<file path="config.mk">
export PLATFORM = sky130hd
export DESIGN_NAME = key_event_filter
export DESIGN_NICKNAME = d
export VERILOG_FILES = /design/src/rtl/game_pkg.sv /design/src/rtl/key_event_filter.sv
export SDC_FILE = /design/constraint.sdc
export NUM_CORES = 1
export LEC_CHECK = 0
export BUFFER_PORTS_ARGS = -buffer_cell sky130_fd_sc_hd__clkbuf_2
export CORE_ASPECT_RATIO = 1.4
export CORE_UTILIZATION = 57
export DETAILED_ROUTE_END_ITERATION = 10
export GPL_ROUTABILITY_DRIVEN = 0
export PLACE_DENSITY = 0.83
export RECOVER_POWER = 25
export SLEW_MARGIN = 20
export SYNTH_ARGS = -nofsm -noshare
export SYNTH_HDL_FRONTEND = slang
export SYNTH_SLANG_ARGS = --single-unit
</file>
<file path="constraint.sdc">
create_clock -name Clk -period 5.4 [get_ports Clk]
set_input_delay 1.08 -clock Clk [delete_from_list [all_inputs] [get_ports Clk]]
set_output_delay 1.08 -clock Clk [all_outputs]
set_load 0.01 [all_outputs]
</file>
<file path="src/rtl/game_pkg.sv">
// Shared game-control constants: USB keycodes and the key filter state encoding.
// Latency: n/a (declarations only).
// Backpressure: n/a.
package game_pkg;

  localparam logic [7:0] KEY_NONE  = 8'h00;
  localparam logic [7:0] KEY_MENU  = 8'h10;
  localparam logic [7:0] KEY_PAUSE = 8'h13;
  localparam logic [7:0] KEY_JUMP  = 8'h1A;
  localparam logic [7:0] KEY_START = 8'h2C;

  typedef enum logic [1:0] {
    S_STABLE = 2'd0,
    S_QUAL   = 2'd1,
    S_COMMIT = 2'd2
  } kef_state_t;

endpackage

</file>
<file path="src/rtl/key_event_filter.sv">
// Debounces the raw USB keycode and turns each qualified new press into a one-cycle event.
// Latency: key_held on the edge capturing the STABLE_CNT-th matching sample, event one cycle later.
// Backpressure: none; sample_en gates qualification, the event always fires the cycle after commit.
module key_event_filter
  import game_pkg::*;
#(
  parameter int unsigned STABLE_CNT = 3,
  parameter logic [7:0]  JUMP_CODE  = KEY_JUMP
) (
  input  logic       Clk,
  input  logic       Reset_n,
  input  logic       sample_en,
  input  logic [7:0] keycode_raw,
  output logic [7:0] keycode_evt,
  output logic       key_valid,
  output logic [7:0] key_held,
  output logic       jump_held
);

  localparam int unsigned    CW      = $clog2(STABLE_CNT + 1);
  localparam logic [CW-1:0] CNT_ONE = CW'(1);
  localparam logic [CW-1:0] CNT_TGT = CW'(STABLE_CNT);

  kef_state_t    state, state_nxt;
  logic [7:0]    cand, cand_nxt;
  logic [CW-1:0] cnt, cnt_nxt;
  logic [7:0]    held_nxt;
  logic          commit;

  // Next-state logic: track a candidate code and count consecutive matching samples.
  always_comb begin
    state_nxt = state;
    cand_nxt  = cand;
    cnt_nxt   = cnt;
    held_nxt  = key_held;
    commit    = 1'b0;
    case (state)
      S_STABLE: begin
        if (sample_en && (keycode_raw != key_held)) begin
          cand_nxt  = keycode_raw;
          cnt_nxt   = CNT_ONE;
          state_nxt = S_QUAL;
          // A single required sample qualifies on the very sample that saw the change.
          if (CNT_TGT == CNT_ONE) commit = 1'b1;
        end
      end
      S_QUAL: begin
        if (sample_en) begin
          if (keycode_raw == key_held) begin
            // Bounced back to the committed value: drop the candidate silently.
            cnt_nxt   = '0;
            state_nxt = S_STABLE;
          end else if (keycode_raw != cand) begin
            cand_nxt = keycode_raw;
            cnt_nxt  = CNT_ONE;
          end else if ((cnt + CNT_ONE) == CNT_TGT) begin
            commit = 1'b1;
          end else begin
            cnt_nxt = cnt + CNT_ONE;
          end
        end
      end
      S_COMMIT: begin
        // Event cycle; any sample arriving now is deliberately ignored.
        state_nxt = S_STABLE;
      end
      default: begin
        state_nxt = S_STABLE;
      end
    endcase
    if (commit) begin
      held_nxt  = cand_nxt;
      cnt_nxt   = '0;
      // Releases update key_held but never produce an event.
      state_nxt = (cand_nxt != KEY_NONE) ? S_COMMIT : S_STABLE;
    end
  end

  // Qualification state registers.
  always_ff @(posedge Clk or negedge Reset_n) begin
    if (!Reset_n) begin
      state <= S_STABLE;
      cand  <= KEY_NONE;
      cnt   <= '0;
    end else begin
      state <= state_nxt;
      cand  <= cand_nxt;
      cnt   <= cnt_nxt;
    end
  end

  // Registered outputs; the event is emitted from the S_COMMIT cycle so it trails key_held by one.
  always_ff @(posedge Clk or negedge Reset_n) begin
    if (!Reset_n) begin
      key_held    <= KEY_NONE;
      jump_held   <= 1'b0;
      keycode_evt <= KEY_NONE;
      key_valid   <= 1'b0;
    end else begin
      key_held    <= held_nxt;
      jump_held   <= (held_nxt == JUMP_CODE);
      keycode_evt <= (state == S_COMMIT) ? key_held : KEY_NONE;
      key_valid   <= (state == S_COMMIT);
    end
  end

endmodule

</file>
Word level (Yosys, flattened, before mapping)
Cells that the tools add are included.
Cells by class
  add/sub/neg operators: 1
  reductions and logical operators: 6
  muxes and demuxes: 24
  equal/unequal tests: 11
Operator list (count)
  2-to-1 mux 8 bit: 6
  2-to-1 mux 2 bit: 10
  inequality test 8 bit: 2
  one-hot mux 8 bit (2 select lines): 1
  inequality test 3 bit, second input constant: 3
  equality test 8 x 5 -> 1 bit, second input constant: 1
  equality test 8 bit: 1
  one-hot mux 2 bit (2 select lines): 2
  nonzero test 8 bit: 1
  2-to-1 mux 1 bit: 5
  inequality test 5 bit, second input constant: 1
  equality test 2 bit, second input constant: 2
  AND reduction 4 bit: 1
  AND reduction 3 bit: 1
  nonzero test 3 bit: 1
  adder 2 x 1 -> 2 bit, second input constant: 1
  equality test 2 x 1 -> 1 bit, second input constant: 1
  zero test 2 bit: 1
  logical AND 1 bit: 1
Storage, ports and cells
  logic and storage cells: 49
  input port bits: 11
  register bits after elaboration: 30
  output and inout port bits: 18

Longest topological paths before layout
Gate-level depths: netlist (run 1).
  word-level depth: 9
  depth in mapped cells: 6
  mapped depth without buffers: 5

Worst setup path after synthesis (run 1)
Ideal clock, no wire load.
  path type: input to register
  start point: input keycode_raw[0]
  end point: register key_held[0]
  slack: 2.863 ns
  data arrival time: 2.412 ns
  required time: 5.275 ns
  path buffers: 1
  library setup time: 0.125 ns
  cell stages on the path: 6
  cells stage by stage: xnor2_1 nand4_1 nor3_2 or3b_1 buf_6 mux2_4
Between the ends
  word-level cells in the longest chain between the ends: 6
  elaborated cells on any way between the ends: 14
  classes of those cells: 3 x eq/ne; 10 x mux; 1 x reduce/logical
RTL lines
  start, declared: RTL line key_event_filter.sv:13  | input logic [7:0] keycode_raw,
  inequality test 8 bit: RTL line key_event_filter.sv:53  | end else if (keycode_raw != cand) begin
  2-to-1 mux 8 bit / 2-to-1 mux 1 bit (equally long branches): RTL line key_event_filter.sv:53
  2-to-1 mux 8 bit / 2-to-1 mux 1 bit (equally long branches): RTL line key_event_filter.sv:49  | if (keycode_raw == key_held) begin
  2-to-1 mux 8 bit / 2-to-1 mux 1 bit (equally long branches): RTL line key_event_filter.sv:48  | if (sample_en) begin
  one-hot mux 8 bit (2 select lines) / 2-to-1 mux 1 bit (equally long branches): RTL line key_event_filter.sv:37  | case (state)
  2-to-1 mux 8 bit *: RTL line key_event_filter.sv:71  | if (commit) begin
  named net held_nxt[0]: RTL line key_event_filter.sv:27  | logic [7:0] held_nxt;
  end signal, assigned: RTL line key_event_filter.sv:100  | key_held <= held_nxt;
  end, declared: RTL line key_event_filter.sv:16  | output logic [7:0] key_held,
Mark *: on every way through the listed nets, which the timed path passes. The rest lies on a longest branch.
A chain may end at the register's enable or synchronous reset.

Worst setup path in the final report (run 1)
  start point: input keycode_raw[5]
  end point: register key_held[1]
The elaborated chain is that of the path after synthesis.

==> metrics.md, run 1 <==
| Metric | Value |
|---|---|
| Depth of the CTS H-tree | 2 |
| Critical path capture point type | flip-flop |
| Util after Layout | 71.7% |
| Number of setup violations in the final report | 0 |
| Area growth, synth to finish | 15.3% |
| Aggregate negative setup slack | 0 ps |
| # resized after CTS | 0 |
| Failing checks | DRC, capacitance limit |
| Maximum number of pins on one net before global-route repair | 31 |
| Maximum root-to-sink buffer count | 2 |
| Mapped Nets | 120 |
| CP Data Arrival Time | 2840 ps |
| Worst clock skew on the final layout | 5.75 ps |
| Fill cell count | 171 |
| CTS clock-pin slew for the worst setup and hold paths | 90 ps |
| Placement row count | 20 |
| Final worst path period share | 48.5% |
| Net switching share of the total power | 24.7% |
| Post-CTS Setup Repair Bufs | 0 |
| Vias post-DR | 951 |
| Count of clock tree sinks | 30 |
| Power share of the clock group | 32.7% |
| Worst-case vdd ir drop | 0.182 mV |
| Setup slack after placement | 2440 ps |
| Req. time, crit path | 5620 ps |
| Share of power burned in combinational logic | 9.4% |
| Fraction of final layout cells sized beyond drive strength 1 | 36.6% |
| Flop pwr share | 57.9% |
| Max incr delay on CP | 640 ps |
| Average cell area after synthesis | 12.8 sq um |
| Average vias per placed instance | 5.80 |
| Total count of hold-check failures in the final report | 0 |
| Post-Route WL | 2.46 mm |
| Library cell with the highest instance count after synthesis | dfrtp_1 |
| Die X-Extent | 43.7 um |
| TritonCTS clock tree | done |
| Synth area leader | dfrtp_1 |
| Crit path time final | 2620 ps |
| Area of the die | 2630 sq um |
| Synthesis warning total | 0 |
| Count of input and output buffers | 28 |
| Detailed placer's ending HPWL | 1.87 mm |
| Gr ovfl total | 0 |
| Pre-antenna DRT Iters | 7 |
| Final Max Tran Viols | 0 |
| GR Util All Layers | 23.2% |
| Area of the core region | 2230 sq um |
| Post-Syn Area | 1390 sq um |
| Most instantiated cells after synthesis | dfrtp_1 (30), xnor2_1 (16), and2_1 (8), mux2_2 (8), mux2_4 (8) |
| Hold Slack | 525 ps |
| Post-detailed-route DRC marker count | 5 |
| Tightest slew margin relative to the limit | 0.948% |
| First-pass GRT wire length | 4.22 mm |
| Maxcap violations | 1 |
| Worst setup SP type | input pin |
| Height of the die | 60.3 um |
| Power, Total | 418 uW |
| Post-synth EDFFs | 0 |
| Post-DR wirelength/cell | 15.0 um |
| Initial antenna violation count | 0 |
| Internal | 315 uW |
| Slew at the pin with the worst max-slew slack | 1490 ps |
| Maximum net fanout on the critical path | 10 |
| Number of global-route vias before repair | 919 |
| Initial cell density of the core | 62.2% |
| Post-CTS Hold Fix Bufs | 0 |
| Final Net Count | 153 |
| Achievable frequency | 382 MHz |
| I/O pin count | 29 |
| Critical-path top delay cell | or3b_1 |
| WS Path Type | input pin to flip-flop |
| Sequential share of the synthesized area | 54.2% |
| Synth unique cells | 28 |
| Post-route antenna net violation count | 0 |
| Ys flop type | dfrtp_1 |
| Path type of the worst min-delay path | flip-flop to flip-flop |
| P_sw | 103 uW |
| Share of the synthesized area in the top cell type | 54.2% |
| Outcome | complete, but fails checks |
| Standby leakage power | 0.785 nW |
| Power density normalized to cell area | 262 nW/um^2 |
| Cells traversed along the worst timing path | clkbuf_2 > xnor2_1 > nand4_1 > nor3_2 > or3b_1 > mux2_4 |
| CTS root buffer | clkbuf_4 |
| Worst setup slack after layout | 2780 ps |
| Top post-synthesis cells by area | dfrtp_1 (54%), xnor2_1 (10%), mux2_4 (8.7%), mux2_2 (6.5%), and2_1 (3.6%) |
| Later-pin clock latency in the skew report | 340 ps |
| Antenna diode count | 0 |
| RSZ-0062 raised after global routing | no |
| Inserted Clock Buffers | 5 |
| Synth Instances | 108 |
| Synth Register Bits | 30 |
| Iteration-0 DRC count of the detailed router | 26 |
| Post-synthesis async set-or-reset flop share | 100% |
[metrics by stage]
stage	area (sq um)	instances
floorplan	1390	108
global placement	1540	156
detailed placement	1540	156
CTS	1600	164
global route	1600	164
finish	1600	164
[routing by layer]
layer / global-route usage [%] / share of wire (%) / up-vias
met3: 8.16 / 7.1 / 7
met4: 10.3 / 2.3 / 0
met5: 0 / 0 / -
met2: 39.7 / 52 / 40
li1: - / - / 441
met1: 25.9 / 38 / 463
[final timing paths]
kind / from / endpoint / slack [ps] / depth (start not counted)
worst max-delay path: keycode_raw[5] / key_held[1] / 2780 / 6
worst min-delay path: cnt[1] / cnt[1] / 520 / 2
worst max register to register: cand[1] / key_held[1] / 3220 / 5
worst min register to register: cnt[1] / cnt[1] / 520 / 2
max in group asynchronous: Reset_n / cand[4] / 3450 / 1
min in group asynchronous: Reset_n / key_held[3] / 1090 / 1
[cell type report]
cell class | count | area (sq um) | area share, %
sequential | 30 | 751 | 47.0
multi-input combinational | 74 | 612 | 38.3
timing repair buffer | 28 | 139 | 8.70
clock buffer | 7 | 55.1 | 3.45
tap | 22 | 27.5 | 1.72
inverter | 2 | 7.51 | 0.470
clock inverter | 1 | 5.00 | 0.313
[critical path, delay by kind of cell]
| kind | cells | cell delay (ps) |
|---|---|---|
| simple gates | 3 | 1090 |
| mux | 1 | 390 |
| xor+xnor | 1 | 160 |
| buf+inv | 1 | 110 |
[cell usage in the layout, fill, tap and decap left out]
cell      instances
and2_1            2
xnor2_1          16
mux2_2            8
nor3_1            2
nor3_2            1
clkbuf_2         27
o21ai_0           3
clkbuf_4          5
clkinv_2          1
nor2_1            5
dfrtp_1          30
nor2b_1           1
mux2i_1           1
and2_0            6
inv_1             2
clkbuf_8          1
nor4bb_1          1
a22oi_1           1
nand2b_1          2
a21oi_1           1
nand2_1           4
or4_1             1
o21bai_1          1
ha_1              1
a21o_1            1
a31o_2            1
clkbuf_1          2
or3b_1            1
nand3_1           1
mux2_4            8
nand4_1           4
nor4b_1           1
[sequential cells by signal, indices dropped and copies added, names as in the netlist]
signal and cells:
key_held 8, jump_held 1, keycode_evt 8, state 2
cand 8, key_valid 1, cnt 2
[kinds of logic (layout without fill, tap and decap cells)]
family / after synthesis / in the layout / synth area share [%]
fa+ha+maj: 1 / 1 / 0.903
buf+inv: 4 / 38 / 1.63
simple gates: 32 / 32 / 13.6
mux: 17 / 17 / 15.9
xor+xnor: 16 / 16 / 10.1
flops: 30 / 30 / 54.2
compound gates: 8 / 8 / 3.70
[power by group through the flow]
| stage | logic [mW] | registers (mW) | clock network, mW |
|---|---|---|---|
| after floorplan | 0.0261 | 0.243 | 0 |
| final | 0.0395 | 0.242 | 0.137 |
| after global placement | 0.0383 | 0.246 | 0 |
| after CTS | 0.0401 | 0.242 | 0.142 |
| after detailed placement | 0.0400 | 0.247 | 0 |
| after global routing | 0.0441 | 0.244 | 0.150 |
Note: power is estimated with default switching activity, not from simulation.
==> run 2, diff against run 1 <==
--- a/config.mk
+++ b/config.mk
@@ -5,12 +5,13 @@
 export SDC_FILE = /design/constraint.sdc
 export NUM_CORES = 1
 export LEC_CHECK = 0
+export ABC_AREA = 1
 export BUFFER_PORTS_ARGS = -buffer_cell sky130_fd_sc_hd__clkbuf_2
 export CORE_ASPECT_RATIO = 1.4
-export CORE_UTILIZATION = 57
+export CORE_UTILIZATION = 55
 export DETAILED_ROUTE_END_ITERATION = 10
 export GPL_ROUTABILITY_DRIVEN = 0
-export PLACE_DENSITY = 0.83
+export PLACE_DENSITY = 0.78
 export RECOVER_POWER = 25
 export SLEW_MARGIN = 20
 export SYNTH_ARGS = -nofsm -noshare
==> constraint.sdc (replaced) <==
create_clock -name Clk -period 2.67 [get_ports Clk]
set_input_delay 0.534 -clock Clk [delete_from_list [all_inputs] [get_ports Clk]]
set_output_delay 0.534 -clock Clk [all_outputs]
set_load 0.01 [all_outputs]
==> metrics.md, run 2 <==
| Metric | Value |
|---|---|
| Area of the die | 3300 sq um |
| Synth unique cells | 25 |
| Mapped Nets | 245 |
| Standby leakage power | 1.12 nW |
| Later-pin clock latency in the skew report | 290 ps |
| Die X-Extent | 48.8 um |
| Failing checks | capacitance limit, slew limit |
| Largest registers in the final layout | cand (8), key_held (8), keycode_evt (8) |
| Crit path time final | 2080 ps |
| Post-place instance area | 1860 sq um |
| Top post-synthesis cells by area | dfrtp_1 (44%), nand2_1 (18%), inv_1 (6.9%), nor2_1 (5.6%), nand3_1 (4.1%) |
| Tightest slew margin relative to the limit | -7.75% |
| Non-filler instance count after layout | 303 |
| Placement row count | 23 |
| GR Util All Layers | 26.3% |
| Req. time, crit path | 2880 ps |
| Worst setup SP type | flip-flop |
| Pre-antenna DRT Iters | 4 |
| Count of input and output buffers | 28 |
| Inserted Clock Buffers | 5 |
| Post-detailed-route DRC marker count | 0 |
| Most common cell after layout, fill and taps aside | nand2_1 |
| Iteration-0 DRC count of the detailed router | 40 |
| Post-synth EDFFs | 0 |
| Final Max Tran Viols | 31 |
| Detailed placer's ending HPWL | 2.86 mm |
| # resized after CTS | 0 |
| Outcome | complete, but fails checks |
| Average cell area after synthesis | 7.25 sq um |
| Average vias per placed instance | 5.14 |
| Post-Syn Area | 1690 sq um |
| Initial cell density of the core | 58.7% |
| Most instantiated cells after synthesis | nand2_1 (83), inv_1 (31), dfrtp_1 (30), nor2_1 (25), nand3_1 (14) |
| Sequential share of the synthesized area | 44.4% |
| I/O pin count | 29 |
| Post-Route WL | 3.79 mm |
| Number of global-route vias before repair | 1,482 |
| Fraction of final layout cells sized beyond drive strength 1 | 21.8% |
| Maxcap violations | 1 |
| Most frequent cells in the layout | nand2_1 (83), inv_1 (31), dfrtp_1 (30) |
| Depth of the CTS H-tree | 2 |
| Post-CTS Setup Repair Bufs | 0 |
| Area of the core region | 2880 sq um |
| Initial antenna violation count | 0 |
| Slew at the pin with the worst max-slew slack | 1620 ps |
| Antenna diode count | 0 |
| Post-route antenna net violation count | 0 |
| Number of setup violations in the final report | 0 |
| Count of clock tree sinks | 30 |
| Ys flop type | dfrtp_1 |
| Number of placed instances with taps included | 295 |
| CTS root buffer | clkbuf_8 |
| Synth area leader | dfrtp_1 |
| Library cell with the highest instance count after synthesis | nand2_1 |
| Total count of hold-check failures in the final report | 0 |
| Aggregate negative setup slack | 0 ps |
| Worst clock skew on the final layout | 5.65 ps |
| Post-synthesis async set-or-reset flop share | 100% |
| Synth Instances | 233 |
| Achievable frequency | 481 MHz |
| Final Net Count | 277 |
| First-pass GRT wire length | 6.39 mm |
| Post-CTS Hold Fix Bufs | 0 |
| Path type of the worst min-delay path | flip-flop to flip-flop |
| Power density normalized to cell area | 692 nW/um^2 |
| WS Path Type | flip-flop to flip-flop |
| Non-Filler Cell Area, Final | 1960 sq um |
| Synth Register Bits | 30 |
| Maximum root-to-sink buffer count | 2 |
| Height of the die | 67.6 um |
| Hold Slack | 492 ps |
| Maximum net fanout on the critical path | 12 |
| Synthesis warning total | 0 |
| CP Data Arrival Time | 2290 ps |
| Area growth, synth to finish | 16.2% |
| Vias post-DR | 1,556 |
| CTS clock-pin slew for the worst setup and hold paths | 60 ps |
| Final worst path period share | 77.9% |
| Gr ovfl total | 0 |
| TritonCTS clock tree | done |
| Share of the synthesized area in the top cell type | 44.4% |
| Worst-case vdd ir drop | 0.483 mV |
| Post-DR wirelength/cell | 12.5 um |
| Critical path capture point type | flip-flop |
| RSZ-0062 raised after global routing | no |
| Maximum number of pins on one net before global-route repair | 31 |
run 2: cell type report:
type / count / area (sq um)
repair buffers: 29 / 143
well taps: 37 / 46.3
inverters: 40 / 153
fillers: 262 / 915
clock buffers: 8 / 110
multi-input cells: 159 / 761
flip-flops and latches: 30 / 751
run 2: kinds of logic after synthesis:
family / Yosys count / share of synthesized area [%]
simple gates: 141 / 37.1
buf+inv: 44 / 10.5
compound gates: 14 / 5.63
xor+xnor: 3 / 1.56
fa+ha+maj: 1 / 0.741
flops: 30 / 44.4
run 2: worst max-delay path, stage by stage, from the launching register on:
cell and delay (ps):
dfrtp_1 410, inv_1 60, nor2_1 670, nand3_1 340, nand2_1 130, nand2_1 70, nor2_1 100, nand2_1 100
nor2_1 130
run 2: metrics by stage:
stage	util (%)	total power, mW	worst slack (ps)
6_report	68.2	1.36	590
5_1_grt	68.2	1.45	370
4_1_cts	68.4	1.36	623
3_5_place_dp	64.6	0.934	488
3_3_place_gp	64.6	0.930	552
2_1_floorplan	-	0.840	1000
run 2: worst paths after layout:
path	slack [ps]	from	cells after the start	endpoint
min reg2reg	490	cnt[1]	2	cnt[1]
min in group asynchronous	640	Reset_n	1	keycode_evt[4]
max reg2reg	590	state[0]	8	jump_held
min	490	cnt[1]	2	cnt[1]
max in group asynchronous	1080	Reset_n	1	cand[4]
max	590	state[0]	8	jump_held
run 2: where the power goes:
group / switching [mW] / leakage (nW) / total, mW / internal [mW]
clock network: 0.166 / 0.0575 / 0.426 / 0.260
logic: 0.250 / 0.697 / 0.364 / 0.113
registers: 0.0520 / 0.364 / 0.570 / 0.518
run 2: routing by layer:
layer | share of wire (%) | track usage [%]
met1 | 40 | 29.5
met2 | 50 | 43.8
met3 | 6.1 | 6.53
met4 | 3.5 | 19.1
met5 | 0 | 0
==> run 3, diff against run 2 <==
==> constraint.sdc (replaced) <==
create_clock -name Clk -period 2.1 [get_ports Clk]
set_input_delay 0.42 -clock Clk [delete_from_list [all_inputs] [get_ports Clk]]
set_output_delay 0.42 -clock Clk [all_outputs]
set_load 0.01 [all_outputs]
==> metrics.md, run 3 (synthesized netlist as in run 2, its figures left out) <==
| Metric | Value |
|---|---|
| Final worst path period share | 89.9% |
| RSZ-0062 raised after global routing | no |
| Area of the die | 3300 sq um |
| Maximum net fanout on the critical path | 9 |
| Cell depth of the worst min-delay path | 2 |
| Number of setup violations in the final report | 0 |
| RR Startpoint | key_held[5] |
| Detailed placer's ending HPWL | 2.87 mm |
| Height of the die | 67.6 um |
| Req. time, crit path | 2270 ps |
| Later-pin clock latency in the skew report | 280 ps |
| Maximum number of pins on one net before global-route repair | 31 |
| Largest registers in the final layout | cand (8), key_held (8), keycode_evt (8) |
| Slew at the pin with the worst max-slew slack | 1570 ps |
| Maxcap violations | 1 |
| Die X-Extent | 48.8 um |
| Total count of hold-check failures in the final report | 0 |
| Power density normalized to cell area | 845 nW/um^2 |
| Most frequent cells in the layout | nand2_1 (83), inv_1 (30), dfrtp_1 (30) |
| Critical path capture point type | flip-flop |
| Worst setup SP type | flip-flop |
| Aggregate negative setup slack | 0 ps |
| Failing checks | capacitance limit, slew limit |
| CTS clock-pin slew for the worst setup and hold paths | 60 ps |
| First-pass GRT wire length | 6.20 mm |
| Fraction of final layout cells sized beyond drive strength 1 | 23.7% |
| Max incr delay on CP | 420 ps |
| CTS root buffer | clkbuf_8 |
| Tightest slew margin relative to the limit | -4.43% |
| Antenna diode count | 0 |
| Fill cell count | 254 |
| Initial antenna violation count | 0 |
| Number of global-route vias before repair | 1,392 |
| Initial cell density of the core | 58.7% |
| Final Max Tran Viols | 31 |
| Register-to-Register Path Depth | 16 |
| CP Data Arrival Time | 2050 ps |
| Post-route antenna net violation count | 0 |
| Inserted Clock Buffers | 5 |
| Flop2flop setup slack | 210 ps |
| I/O pin count | 29 |
| Pre-antenna DRT Iters | 4 |
| Source of the worst hold timing path | cnt[1] |
| Post-DR wirelength/cell | 12.5 um |
| Vias post-DR | 1,561 |
| Critical-path top delay cell | dfrtp_1 |
| Cells traversed along the worst timing path | inv_1 > nand2_1 > nand2_1 > nand2_1 > nor2_2 > nand2_4 > nand2_8 > inv_2 > nand3_4 > inv_4 > nand3_1 > nand2_1 > nand2_1 > clkinv_1 > nand2_1 > nor2_1 |
| Worst-case vdd ir drop | 0.629 mV |
| Standby leakage power | 1.14 nW |
| Post-CTS Hold Fix Bufs | 0 |
| Gr ovfl total | 0 |
| Area growth, synth to finish | 18.0% |
| Worst clock skew on the final layout | 3.95 ps |
| Critical Path Most Common Cell | nand2_1 |
| Average vias per placed instance | 5.08 |
| Maximum root-to-sink buffer count | 2 |
| Worst min-delay path endpoint | cnt[1] |
| Most common cell after layout, fill and taps aside | nand2_1 |
| GR Util All Layers | 26.0% |
| Iteration-0 DRC count of the detailed router | 56 |
| WS Path Type | flip-flop to flip-flop |
| Post-detailed-route DRC marker count | 0 |
| TritonCTS clock tree | done |
| Outcome | complete, but fails checks |
| Count of input and output buffers | 28 |
| FF-to-FF End | jump_held |
| Achievable frequency | 530 MHz |
| Post-Route WL | 3.84 mm |
| Hold Slack | 498 ps |
| Area of the core region | 2880 sq um |
| Crit path time final | 1890 ps |
| Depth of the CTS H-tree | 2 |
| Final Net Count | 283 |
| Count of clock tree sinks | 30 |
| Placement row count | 23 |
| Path type of the worst min-delay path | flip-flop to flip-flop |
## run 3: worst max-delay path: cells and delay by family, from the launching register on
family / cells / cell delay (ps)
buffers and inverters: 4 / 290
and+or+nand+nor: 12 / 1070
DFF: 1 / 420
## run 3: routing by layer
metal / track usage [%] / up-vias / part of all wire (%)
li1: - / 793 / -
met1: 30.3 / 709 / 42
met2: 43.2 / 44 / 50
met3: 6.53 / 15 / 4.4
met4: 16.2 / 0 / 3.7
met5: 0 / - / 0
## run 3: worst max path at each step
stage                              start         to
after CTS                    key_held[5]  jump_held
after detailed placement  keycode_raw[4]  jump_held
after global placement    keycode_raw[5]  jump_held
after global routing         key_held[7]   state[1]
after floorplan              key_held[4]  jump_held
final                        key_held[5]  jump_held
## run 3: area by class of cell
cell class / count / area, sq um / area share [%]
flip-flops and latches: 30 / 751 / 37.7
repair buffers: 35 / 191 / 9.60
well taps: 37 / 46.3 / 2.32
clock buffers: 6 / 82.6 / 4.14
inverters: 40 / 153 / 7.66
multi-input cells: 159 / 769 / 38.6
## run 3: timing repair
| item | in CTS | in global routing |
|---|---|---|
| setup endpoints to repair | 0 | 2 |
| setup buffers | 0 | 3 |
| gates resized for setup | 0 | 2 |
## run 3: metrics by stage
step / area (sq um) / std cells / util [%] / setup WS (ps) / power (mW)
3_3_place_gp: 1880 / 298 / 65.3 / 42.1 / 1.22
6_report: 1990 / 307 / 69.3 / 212 / 1.68
5_1_grt: 1990 / 307 / 69.3 / 55.2 / 1.80
3_5_place_dp: 1880 / 298 / 65.3 / 21.6 / 1.23
2_1_floorplan: 1690 / 233 / - / 515 / 1.07
4_1_cts: 1960 / 304 / 68.2 / 110 / 1.68
## run 3: where the power goes
group / switching [mW] / internal, mW
registers: 0.0683 / 0.659
logic: 0.324 / 0.191
clock network: 0.191 / 0.252
